$ cat src/rtl/rat_flags.sv
// rat_flags: architectural C/Z/I flag state for the RAT MCU.
// Holds live C and Z, their shadow copies used across interrupt service,
// the interrupt-enable flag I, and the registered interrupt request
// derived from a synchronized, edge-detected external INT line.
module rat_flags (
    input  logic CLK,
    input  logic RST,
    input  logic C_IN,
    input  logic Z_IN,
    input  logic FLG_C_LD,
    input  logic FLG_C_SET,
    input  logic FLG_C_CLR,
    input  logic FLG_Z_LD,
    input  logic FLG_LD_SEL,
    input  logic FLG_SHAD_LD,
    input  logic I_SET,
    input  logic I_CLR,
    input  logic INT,
    input  logic INT_ACK,
    output logic C_FLAG,
    output logic Z_FLAG,
    output logic I_FLAG,
    output logic SHAD_C,
    output logic SHAD_Z,
    output logic INT_REQ
);

    logic c_load_val;
    logic z_load_val;
    logic c_next;
    logic z_next;
    logic i_next;
    logic int_sync_p0;
    logic int_sync_p1;
    logic int_prev_p2;
    logic int_edge;
    logic pending;
    logic pending_next;

    // Select load source and resolve next-state priorities for the flags.
    always_comb begin
        c_load_val = FLG_LD_SEL ? SHAD_C : C_IN;
        z_load_val = FLG_LD_SEL ? SHAD_Z : Z_IN;

        c_next = C_FLAG;
        if (FLG_C_CLR)
            c_next = 1'b0;
        else if (FLG_C_SET)
            c_next = 1'b1;
        else if (FLG_C_LD)
            c_next = c_load_val;

        z_next = Z_FLAG;
        if (FLG_Z_LD)
            z_next = z_load_val;

        // Taking the interrupt disables further interrupts on the same edge.
        i_next = I_FLAG;
        if (I_CLR || INT_ACK)
            i_next = 1'b0;
        else if (I_SET)
            i_next = 1'b1;
    end

    // Live and shadow flags; both sides read pre-edge values so a
    // simultaneous save and restore swaps live and shadow.
    always_ff @(posedge CLK or posedge RST) begin
        if (RST) begin
            C_FLAG <= 1'b0;
            Z_FLAG <= 1'b0;
            I_FLAG <= 1'b0;
            SHAD_C <= 1'b0;
            SHAD_Z <= 1'b0;
        end else begin
            C_FLAG <= c_next;
            Z_FLAG <= z_next;
            I_FLAG <= i_next;
            if (FLG_SHAD_LD) begin
                SHAD_C <= C_FLAG;
                SHAD_Z <= Z_FLAG;
            end
        end
    end

    // A new rising edge wins over an acknowledge in the same cycle so the
    // event is not dropped.
    assign int_edge = int_sync_p1 & ~int_prev_p2;

    always_comb begin
        pending_next = pending;
        if (int_edge)
            pending_next = 1'b1;
        else if (INT_ACK)
            pending_next = 1'b0;
    end

    // Two-flop synchronizer, edge-detect history, pending latch and request.
    // int_prev_p2 resets to 0 so INT held high across reset release still
    // registers as one edge.
    always_ff @(posedge CLK or posedge RST) begin
        if (RST) begin
            int_sync_p0 <= 1'b0;
            int_sync_p1 <= 1'b0;
            int_prev_p2 <= 1'b0;
            pending     <= 1'b0;
            INT_REQ     <= 1'b0;
        end else begin
            int_sync_p0 <= INT;
            int_sync_p1 <= int_sync_p0;
            int_prev_p2 <= int_sync_p1;
            pending     <= pending_next;
            INT_REQ     <= pending & I_FLAG & ~INT_ACK;
        end
    end

endmodule

$ cat config.mk
export PLATFORM = sky130hd
export DESIGN_NAME = rat_flags
export DESIGN_NICKNAME = d
export VERILOG_FILES = /design/src/rtl/rat_flags.sv
export SDC_FILE = /design/constraint.sdc
export NUM_CORES = 1
export LEC_CHECK = 0
export BUFFER_PORTS_ARGS = -buffer_cell sky130_fd_sc_hd__buf_4
export CAP_MARGIN = 20
export CORE_AREA = 2 2 39 41
export CTS_CLUSTER_DIAMETER = 100
export DETAILED_ROUTE_END_ITERATION = 6
export DIE_AREA = 0 0 41 43
export SYNTH_ARGS = -nofsm -noshare
export SYNTH_HDL_FRONTEND = slang
export SYNTH_SLANG_ARGS = --single-unit
$ cat constraint.sdc
create_clock -name CLK -period 1.01 [get_ports CLK]
set_clock_uncertainty 0.15 [all_clocks]
set_input_delay 0.0505 -clock CLK [delete_from_list [all_inputs] [get_ports CLK]]
set_output_delay 0.0505 -clock CLK [all_outputs]
set_load 0.02 [all_outputs]
==> results.yml, run 1 <==
status:
  status: "finished with violations"
  violations: "negative hold slack, negative setup slack"
cts:
  cts_tree: "done"
  clk_pin_slew_ps: 70
  postCtsHoldBufs: 12
  clk_latency_ps: 260
  htreeDepth: 1
  cts-buffers-inserted: 3
  cts.sinks: 10
  clock_path_buffers: 2
  cts_root_buffer: "clkbuf_4"
logic_synthesis:
  synth_simple_gate_area_frac: 0.0709
  synth.top_cell.area_share: 0.709
  synthAdderAreaFrac: 0
  synth_cell_types: 10
  synth-xor-area-share: 0
  synth_seq_area_share: 0.709
  yosys_warnings: 0
  ys_ff_latch: 10
  synth_area_per_cell_um2: 13.6
  synth_area_leaders: "dfrtp_1 (71%), mux2_2 (6.4%), mux2i_1 (5.7%)"
  synth_nets: 40
  netlist_instances: 26
  synth_compound_area_frac: 0.0567
  syn_area_um2: 353
  synthMuxAreaShare: 0.121
  synth_top_family_by_area: "multiplexers"
  yosys.area.top_type: "dfrtp_1"
sta:
  fin_ws_ps: -8.73
  finalHoldViolations: 2
  post-route-period-util: 1.01
  fmax_mhz: 982
  whs_ps: -94.5
  post-route-min-period_ps: 1020
  drv_slew: 0
  max_slew.worst_pin.slew_ps: 380
  slew_headroom: 0.747
  rsz0062_at_grt: "true"
  setup_viol: 4
drt:
  drcViolationCount: 0
  firstDrtPassIters: 4
  drtIter0Drc: 5
  via_per_inst: 4.36
  wl_per_cell_um: 12.1
  ant_nets: 0
  vias: 340
  drt-total-wl_um: 944
grt:
  grt_start_max_net_pins: 11
  antenna_found_initial: 0
  grtUsageTotal: 0.137
  grt_pass1_vias: 383
  grt-ovfl-total: 0
  grt_pass1_wl_um: 1520
worst_setup_path:
  endpoint_kind: "output port"
  critPathTopFamily: "flip-flops"
  critPathArrivalTime_ps: 820
  worstPathMaxFanout: 3
  crit_required_ps: 810
  crit_buf_inv: 1
  crit_slowest_cell: "dfrtp_1"
  startpoint_type: "flip-flop"
  worst_path_largest_cell_delay_ps: 410
  path_cells: "buf_6"
  worstSetupPathType: "reg2out"
floorplanning:
  die_h_um: 43
  core-area_mm2: 0.00138
  start_util: 0.255
  pin_count: 20
  rows: 14
  chipWidth_um: 41
  fp.dieArea_mm2: 0.00176
placed_design:
  dp_hpwl_um: 570
  dp_slack_ps: 76.2
  globalplace.congestion: 0.603
  io_buffer_count: 19
cells_and_area:
  drive_gt1_frac: 0.435
  area_growth_pct: 101
  fill_cells: 124
  final_util: 0.512
  n_antenna_cell: 0
  fin_nets: 77
power:
  power_per_cell_area_mw_per_mm2: 1470
  peakVddDrop_v: 0.000764
  p_leak_nw: 0.364
run:
  cap_violations: 0
hold_path:
  hold_class: "in2reg"
[where the power goes]
| part | internal (mW) | switching [mW] | total (mW) | leakage [nW] |
|---|---|---|---|---|
| combinational | 0.137 | 0.0873 | 0.224 | 0.223 |
| clock | 0.219 | 0.132 | 0.351 | 0.0210 |
| sequential | 0.436 | 0.0278 | 0.464 | 0.120 |
[placed cells by master, fill, tap and decap left out, drive strengths merged, types with 2 or more instances in the layout]
cell / count
clkbuf: 4
buf: 20
mux2: 2
dlygate4sd3: 10
nor2: 2
nor3: 2
inv: 4
mux2i: 2
dfrtp: 10
dlymetal6s4s: 2
[through the flow]
stage	total power [mW]	cell area [um2]	cells	setup TNS, ps
4_1_cts	1.05	696	78	-51.4
3_5_place_dp	0.631	517	61	0
3_3_place_gp	0.630	517	61	0
5_1_grt	1.10	708	78	-195
2_1_floorplan	0.535	354	26	0
6_report	1.04	708	78	-20.0
[cells in the mapped netlist]
library cell	count
dfrtp_1	10
inv_1	4
mux2_2	2
mux2i_1	2
nor2_1	2
nor3_1	2
a21oi_1	1
a311oi_1	1
nor3b_1	1
o22ai_1	1
[cell families (layout without fill, tap and decap cells)]
| group | Yosys count | after routing |
|---|---|---|
| compound gates | 3 | 3 |
| flops | 10 | 10 |
| mux | 4 | 4 |
| buf+inv | 4 | 40 |
| simple gates | 5 | 5 |
[registers in the layout, summed over array words and instances (netlist names)]
signal and cells:
SHAD_C 1, int_sync_p1 1, int_prev_p2 1, SHAD_Z 1
int_sync_p0 1, I_FLAG 1, C_FLAG 1, INT_REQ 1
pending 1, Z_FLAG 1
[layout make-up]
cell class                      count  area, um2  share of cell area
Multi-Input combinational cell     12       87.6               0.124
Clock buffer                        4       36.3              0.0512
Inverter                            4       15.0              0.0212
Sequential cell                    10        251               0.355
Timing Repair Buffer               32        298               0.420
Tap cell                           16       20.0              0.0283
[timing repair]
item | 4_1_cts | 5_1_grt
gates resized for setup | 4 | 4
setup buffers | 1 | 0
endpoints found under the setup margin | 5 | 8
endpoints found under the hold margin | 18 | 2
pin swaps | 0 | 1
[worst paths after layout]
path                                       startpoint                    end  slack (ps)  depth (start not counted)
worst max-delay path               SHAD_Z$_DFFE_PP0P_                 SHAD_Z          -9                          1
min in group asynchronous                         RST     SHAD_Z$_DFFE_PP0P_         170                          3
worst max register to register     SHAD_C$_DFFE_PP0P_     C_FLAG$_DFFE_PP0P_          50                          2
max in group asynchronous                         RST     SHAD_C$_DFFE_PP0P_         240                          3
worst min-delay path                      FLG_SHAD_LD     SHAD_Z$_DFFE_PP0P_         -90                          2
worst min register to register  int_sync_p0$_DFF_PP0_  int_sync_p1$_DFF_PP0_         200                          0
[routing by layer]
layer,vias to the layer above,GRT usage,share of wire
met5,-,0,0
met3,0,0.0890,0.097
met1,157,0.114,0.35
met4,0,0.0600,0
met2,22,0.234,0.55
li1,161,-,-
(Power assumes the default switching activity.)
==> run 2: changes to the inputs <==
--- a/config.mk
+++ b/config.mk
@@ -5,6 +5,7 @@
 export SDC_FILE = /design/constraint.sdc
 export NUM_CORES = 1
 export LEC_CHECK = 0
+export ABC_AREA = 1
 export BUFFER_PORTS_ARGS = -buffer_cell sky130_fd_sc_hd__buf_4
 export CAP_MARGIN = 20
 export CORE_AREA = 2 2 39 41
==> results.yml, run 2 <==
status:
  status: "finished with violations"
  violations: "negative hold slack, negative setup slack"
cts:
  cts.sinks: 10
  cts_tree: "done"
  clock_path_buffers: 2
  cts_root_buffer: "clkbuf_4"
  postCtsHoldBufs: 12
  clk_latency_ps: 260
  htreeDepth: 1
  clk_pin_slew_ps: 60
  cts-buffers-inserted: 3
cells_and_area:
  fin_nets: 87
  drive_gt1_frac: 0.437
  final_common_cell: "buf_4"
  layout.cells.non_filler: 87
  final_util: 0.527
  layout_common_cells: "buf_4 (16), dlygate4sd3_1 (12), dfrtp_1 (10)"
  n_antenna_cell: 0
  fill_cells: 128
  area_growth_pct: 86.9
grt:
  antenna_found_initial: 0
  grt_pass1_vias: 334
  grt_start_max_net_pins: 11
  grtUsageTotal: 0.128
  grt-ovfl-total: 0
  grt_pass1_wl_um: 1410
drt:
  firstDrtPassIters: 4
  wl_per_cell_um: 10.1
  drt-total-wl_um: 879
  drtIter0Drc: 5
  drcViolationCount: 0
  ant_nets: 0
  vias: 365
  via_per_inst: 4.20
worst_setup_path:
  r2r-start: "SHAD_C$_DFFE_PP0P_"
  startpoint_type: "flip-flop"
  critPathTopFamily: "flip-flops"
  crit_buf_inv: 1
  worstPathMaxFanout: 3
  path_cells: "buf_6"
  worstSetupPathType: "reg2out"
  crit_required_ps: 810
  r2r_setup_slack_ps: 60
  crit_slowest_cell: "dfrtp_1"
  reg2reg_to: "SHAD_C$_DFFE_PP0P_"
  critPathArrivalTime_ps: 820
  reg2reg_depth: 1
  worst_path_largest_cell_delay_ps: 410
  endpoint_kind: "output port"
logic_synthesis:
  synth_seq_area_share: 0.641
  yosys.area.top_type: "dfrtp_1"
  netlist_top_cells_count: "dfrtp_1 (10), inv_1 (6), nand2_1 (6), nor2_1 (3)"
  yosys_warnings: 0
  synth_edf_count: 0
  synth_cell_types: 12
  synth_area_per_cell_um2: 11.2
  ys_ff_latch: 10
  synth_flop_cell: "dfrtp_1"
  yosysMostFrequentCell: "dfrtp_1"
  synth_area_leaders: "dfrtp_1 (64%), mux2_4 (7.7%), inv_1 (5.8%)"
  synth.top_cell.area_share: 0.641
  synthArstFlopShare: 1.00
  synth_nets: 49
  syn_area_um2: 390
  netlist_instances: 35
floorplanning:
  core-area_mm2: 0.00138
  rows: 14
  chipWidth_um: 41
  die_h_um: 43
  pin_count: 20
  start_util: 0.282
  fp.dieArea_mm2: 0.00176
hold_path:
  min_delay_path_depth: 2
  hold_class: "in2reg"
  hold_path_end: "SHAD_C$_DFFE_PP0P_"
  worstHoldStart: "FLG_SHAD_LD"
sta:
  post-route-min-period_ps: 1020
  drv_slew: 0
  fmax_mhz: 982
  post-route-period-util: 1.01
  finalHoldViolations: 2
  whs_ps: -83.6
  fin_ws_ps: -8.49
  setup_viol: 1
  max_slew.worst_pin.slew_ps: 368
  rsz0062_at_grt: "true"
  setup_tns_ps: -8.49
  slew_headroom: 0.754
placed_design:
  globalplace.congestion: 0.626
  placedCellCount: 70
  dp_hpwl_um: 567
  io_buffer_count: 19
power:
  power_per_cell_area_mw_per_mm2: 1310
  peakVddDrop_v: 0.000664
  p_leak_nw: 0.381
  total_power_mw: 0.954
run:
  cap_violations: 0
==> run 2: kinds of logic (layout without fill, tap and decap cells) <==
group | after synthesis | after routing | synth area share
mux | 2 | 2 | 0.0769
compound gates | 2 | 2 | 0.0321
buf+inv | 7 | 43 | 0.0673
flops | 10 | 10 | 0.641
simple gates | 14 | 14 | 0.183
==> run 2: worst max path at each step <==
stage / to / depth (start not counted) / from
2_1_floorplan: SHAD_C$_DFFE_PP0P_ / 1 / SHAD_C$_DFFE_PP0P_
3_3_place_gp: SHAD_C$_DFFE_PP0P_ / 1 / C_FLAG$_DFFE_PP0P_
3_5_place_dp: SHAD_Z$_DFFE_PP0P_ / 1 / SHAD_Z$_DFFE_PP0P_
4_1_cts: SHAD_Z / 1 / SHAD_Z$_DFFE_PP0P_
5_1_grt: SHAD_Z / 1 / SHAD_Z$_DFFE_PP0P_
6_report: SHAD_C / 1 / SHAD_C$_DFFE_PP0P_
==> run 2: final cells by class <==
type	instances	area, um2	area share
sequential	10	250	0.343
inverter	7	26.3	0.0360
clock buffer	3	22.5	0.0309
timing repair buffer	33	297	0.407
tap	16	20.0	0.0274
multi-input combinational	18	114	0.156
==> run 2: repair_timing <==
item / 4_1_cts / 5_1_grt
gates cloned: 0 / 0
endpoints found under the setup margin: 5 / 6
gates resized for setup: 4 / 2
buffers inserted: 2 / 0
endpoints found under the hold margin: 18 / 2
==> run 2: power by group <==
part	internal, mW	switching [mW]
clock network	0.137	0.120
logic	0.144	0.0910
registers	0.434	0.0274
total	0.715	0.239
==> run 2: stage by stage <==
stage	hold slack (ps)	setup slack [ps]	instance area [um2]
global route	-85.5	-41.2	729
detailed placement	-90.7	71.1	553
floorplan	-259	12.4	390
CTS	-88.9	-12.2	726
finish	-83.6	-8.49	729
global placement	-106	102	553
==> run 2: per-layer routing <==
| layer | vias to the layer above | share of wire | GRT usage |
|---|---|---|---|
| li1 | 182 | - | - |
| met1 | 165 | 0.38 | 0.151 |
| met2 | 16 | 0.52 | 0.188 |
| met3 | 2 | 0.080 | 0.0471 |
| met4 | 0 | 0.022 | 0.0800 |
| met5 | - | 0 | 0 |
==> run 3: changes to the inputs <==
==> constraint.sdc (replaced) <==
create_clock -name CLK -period 1.01 [get_ports CLK]
set_clock_uncertainty 0.15 [all_clocks]
set_input_delay 0.303 -clock CLK [delete_from_list [all_inputs] [get_ports CLK]]
set_output_delay 0.303 -clock CLK [all_outputs]
set_load 0.02 [all_outputs]
==> results.yml, run 3 (same netlist as run 2, synthesis figures left out) <==
power:
  p_leak_nw: 0.354
  total_power_mw: 0.954
  power_per_cell_area_mw_per_mm2: 1450
  peakVddDrop_v: 0.000581
placed_design:
  place_area_um2: 561
  dp_slack_ps: 12.8
  io_buffer_count: 19
  globalplace.congestion: 0.626
  dp_hpwl_um: 541
  placedCellCount: 71
sta:
  setup_viol: 8
  slew_headroom: 0.743
  post-route-period-util: 1.25
  finalHoldViolations: 10
  fin_ws_ps: -253
  max_slew.worst_pin.slew_ps: 384
  fmax_mhz: 792
  rsz0062_at_grt: "true"
  whs_ps: -128
  drv_slew: 0
  setup_tns_ps: -1440
  post-route-min-period_ps: 1260
floorplanning:
  die_h_um: 43
  chipWidth_um: 41
  start_util: 0.282
  rows: 14
  core-area_mm2: 0.00138
  pin_count: 20
  fp.dieArea_mm2: 0.00176
cts:
  clk_pin_slew_ps: 60
  cts-buffers-inserted: 3
  clock_path_buffers: 2
  postCtsHoldBufs: 1
  cts.sinks: 10
  clk_latency_ps: 260
  htreeDepth: 1
  cts_root_buffer: "clkbuf_4"
  cts_tree: "done"
status:
  violations: "negative hold slack, negative setup slack"
  status: "finished with violations"
worst_setup_path:
  endpoint_kind: "output port"
  path_cells: "buf_6"
  r2r_setup_slack_ps: -40
  worst_path_largest_cell_delay_ps: 410
  worstSetupPathType: "reg2out"
  crit_cells: 1
  critPathTopFamily: "flip-flops"
  critPathArrivalTime_ps: 810
  r2r-start: "SHAD_C$_DFFE_PP0P_"
  startpoint_type: "flip-flop"
  crit_slowest_cell: "dfrtp_1"
  reg2reg_to: "SHAD_C$_DFFE_PP0P_"
  worstPathMaxFanout: 2
  crit_buf_inv: 1
  reg2reg_depth: 2
  crit_required_ps: 560
cells_and_area:
  area_growth_pct: 67.9
  fin_nets: 79
  drive_gt1_frac: 0.540
  layout_common_cells: "buf_4 (16), dfrtp_1 (10), buf_6 (8)"
  layout.cells.non_filler: 79
  finalInstanceArea_um2: 656
  final_util: 0.474
  n_antenna_cell: 0
  final_common_cell: "buf_4"
drt:
  drtIter0Drc: 7
  via_per_inst: 4.15
  ant_nets: 0
  drcViolationCount: 0
  vias: 328
  drt-total-wl_um: 785
  firstDrtPassIters: 2
  wl_per_cell_um: 9.94
grt:
  grt-ovfl-total: 0
  grt_pass1_vias: 307
  grt_pass1_wl_um: 1260
  grtUsageTotal: 0.114
  grt_start_max_net_pins: 11
  antenna_found_initial: 0
run:
  cap_violations: 0
hold_path:
  hold_class: "in2async"
==> run 3: changes by cell type in the layout (fill, tap and decap cells not counted) <==
cell / previous run / this run
buf_6: 5 / 8
dlygate4sd3_1: 12 / 1
inv_1: 5 / 6
inv_2: 2 / 1
nand2_1: 6 / 5
nand2_2: 1 / 2
==> run 3: where the power goes <==
group	internal, mW	leakage, nW	switching (mW)
clock network	0.137	0.0138	0.121
registers	0.434	0.122	0.0222
logic	0.143	0.218	0.0956
==> run 3: cell type report <==
type,count,area (um2)
well taps,16,20.0
repair buffers,25,220
flip-flops and latches,10,250
clock buffers,3,22.5
inverters,7,26.3
multi-input cells,18,116
fillers,133,728
==> run 3: worst max path at each step <==
| stage | slack (ps) | startpoint | end |
|---|---|---|---|
| after floorplan | 10 | SHAD_C$_DFFE_PP0P_ | SHAD_C$_DFFE_PP0P_ |
| after global placement | 10 | SHAD_C$_DFFE_PP0P_ | SHAD_C |
| after detailed placement | 10 | Z_FLAG$_DFFE_PP0P_ | Z_FLAG |
| after CTS | -240 | SHAD_C$_DFFE_PP0P_ | SHAD_C |
| after global routing | -290 | C_FLAG$_DFFE_PP0P_ | C_FLAG |
| final | -250 | C_FLAG$_DFFE_PP0P_ | C_FLAG |
==> run 3: timing repair <==
action                                  4_1_cts  5_1_grt
gates resized for setup                       7        2
hold endpoints to repair                     11       10
setup buffers                                 4        2
endpoints found under the setup margin        6        9
pin swaps                                     0        1
==> run 3: layer usage <==
metal / vias to the layer above / GRT usage / part of all wire
met1: 149 / 0.123 / 0.43
met3: 0 / 0.0785 / 0.085
met4: 0 / 0.0800 / 0
met2: 13 / 0.150 / 0.48
met5: - / 0 / 0
li1: 166 / - / -
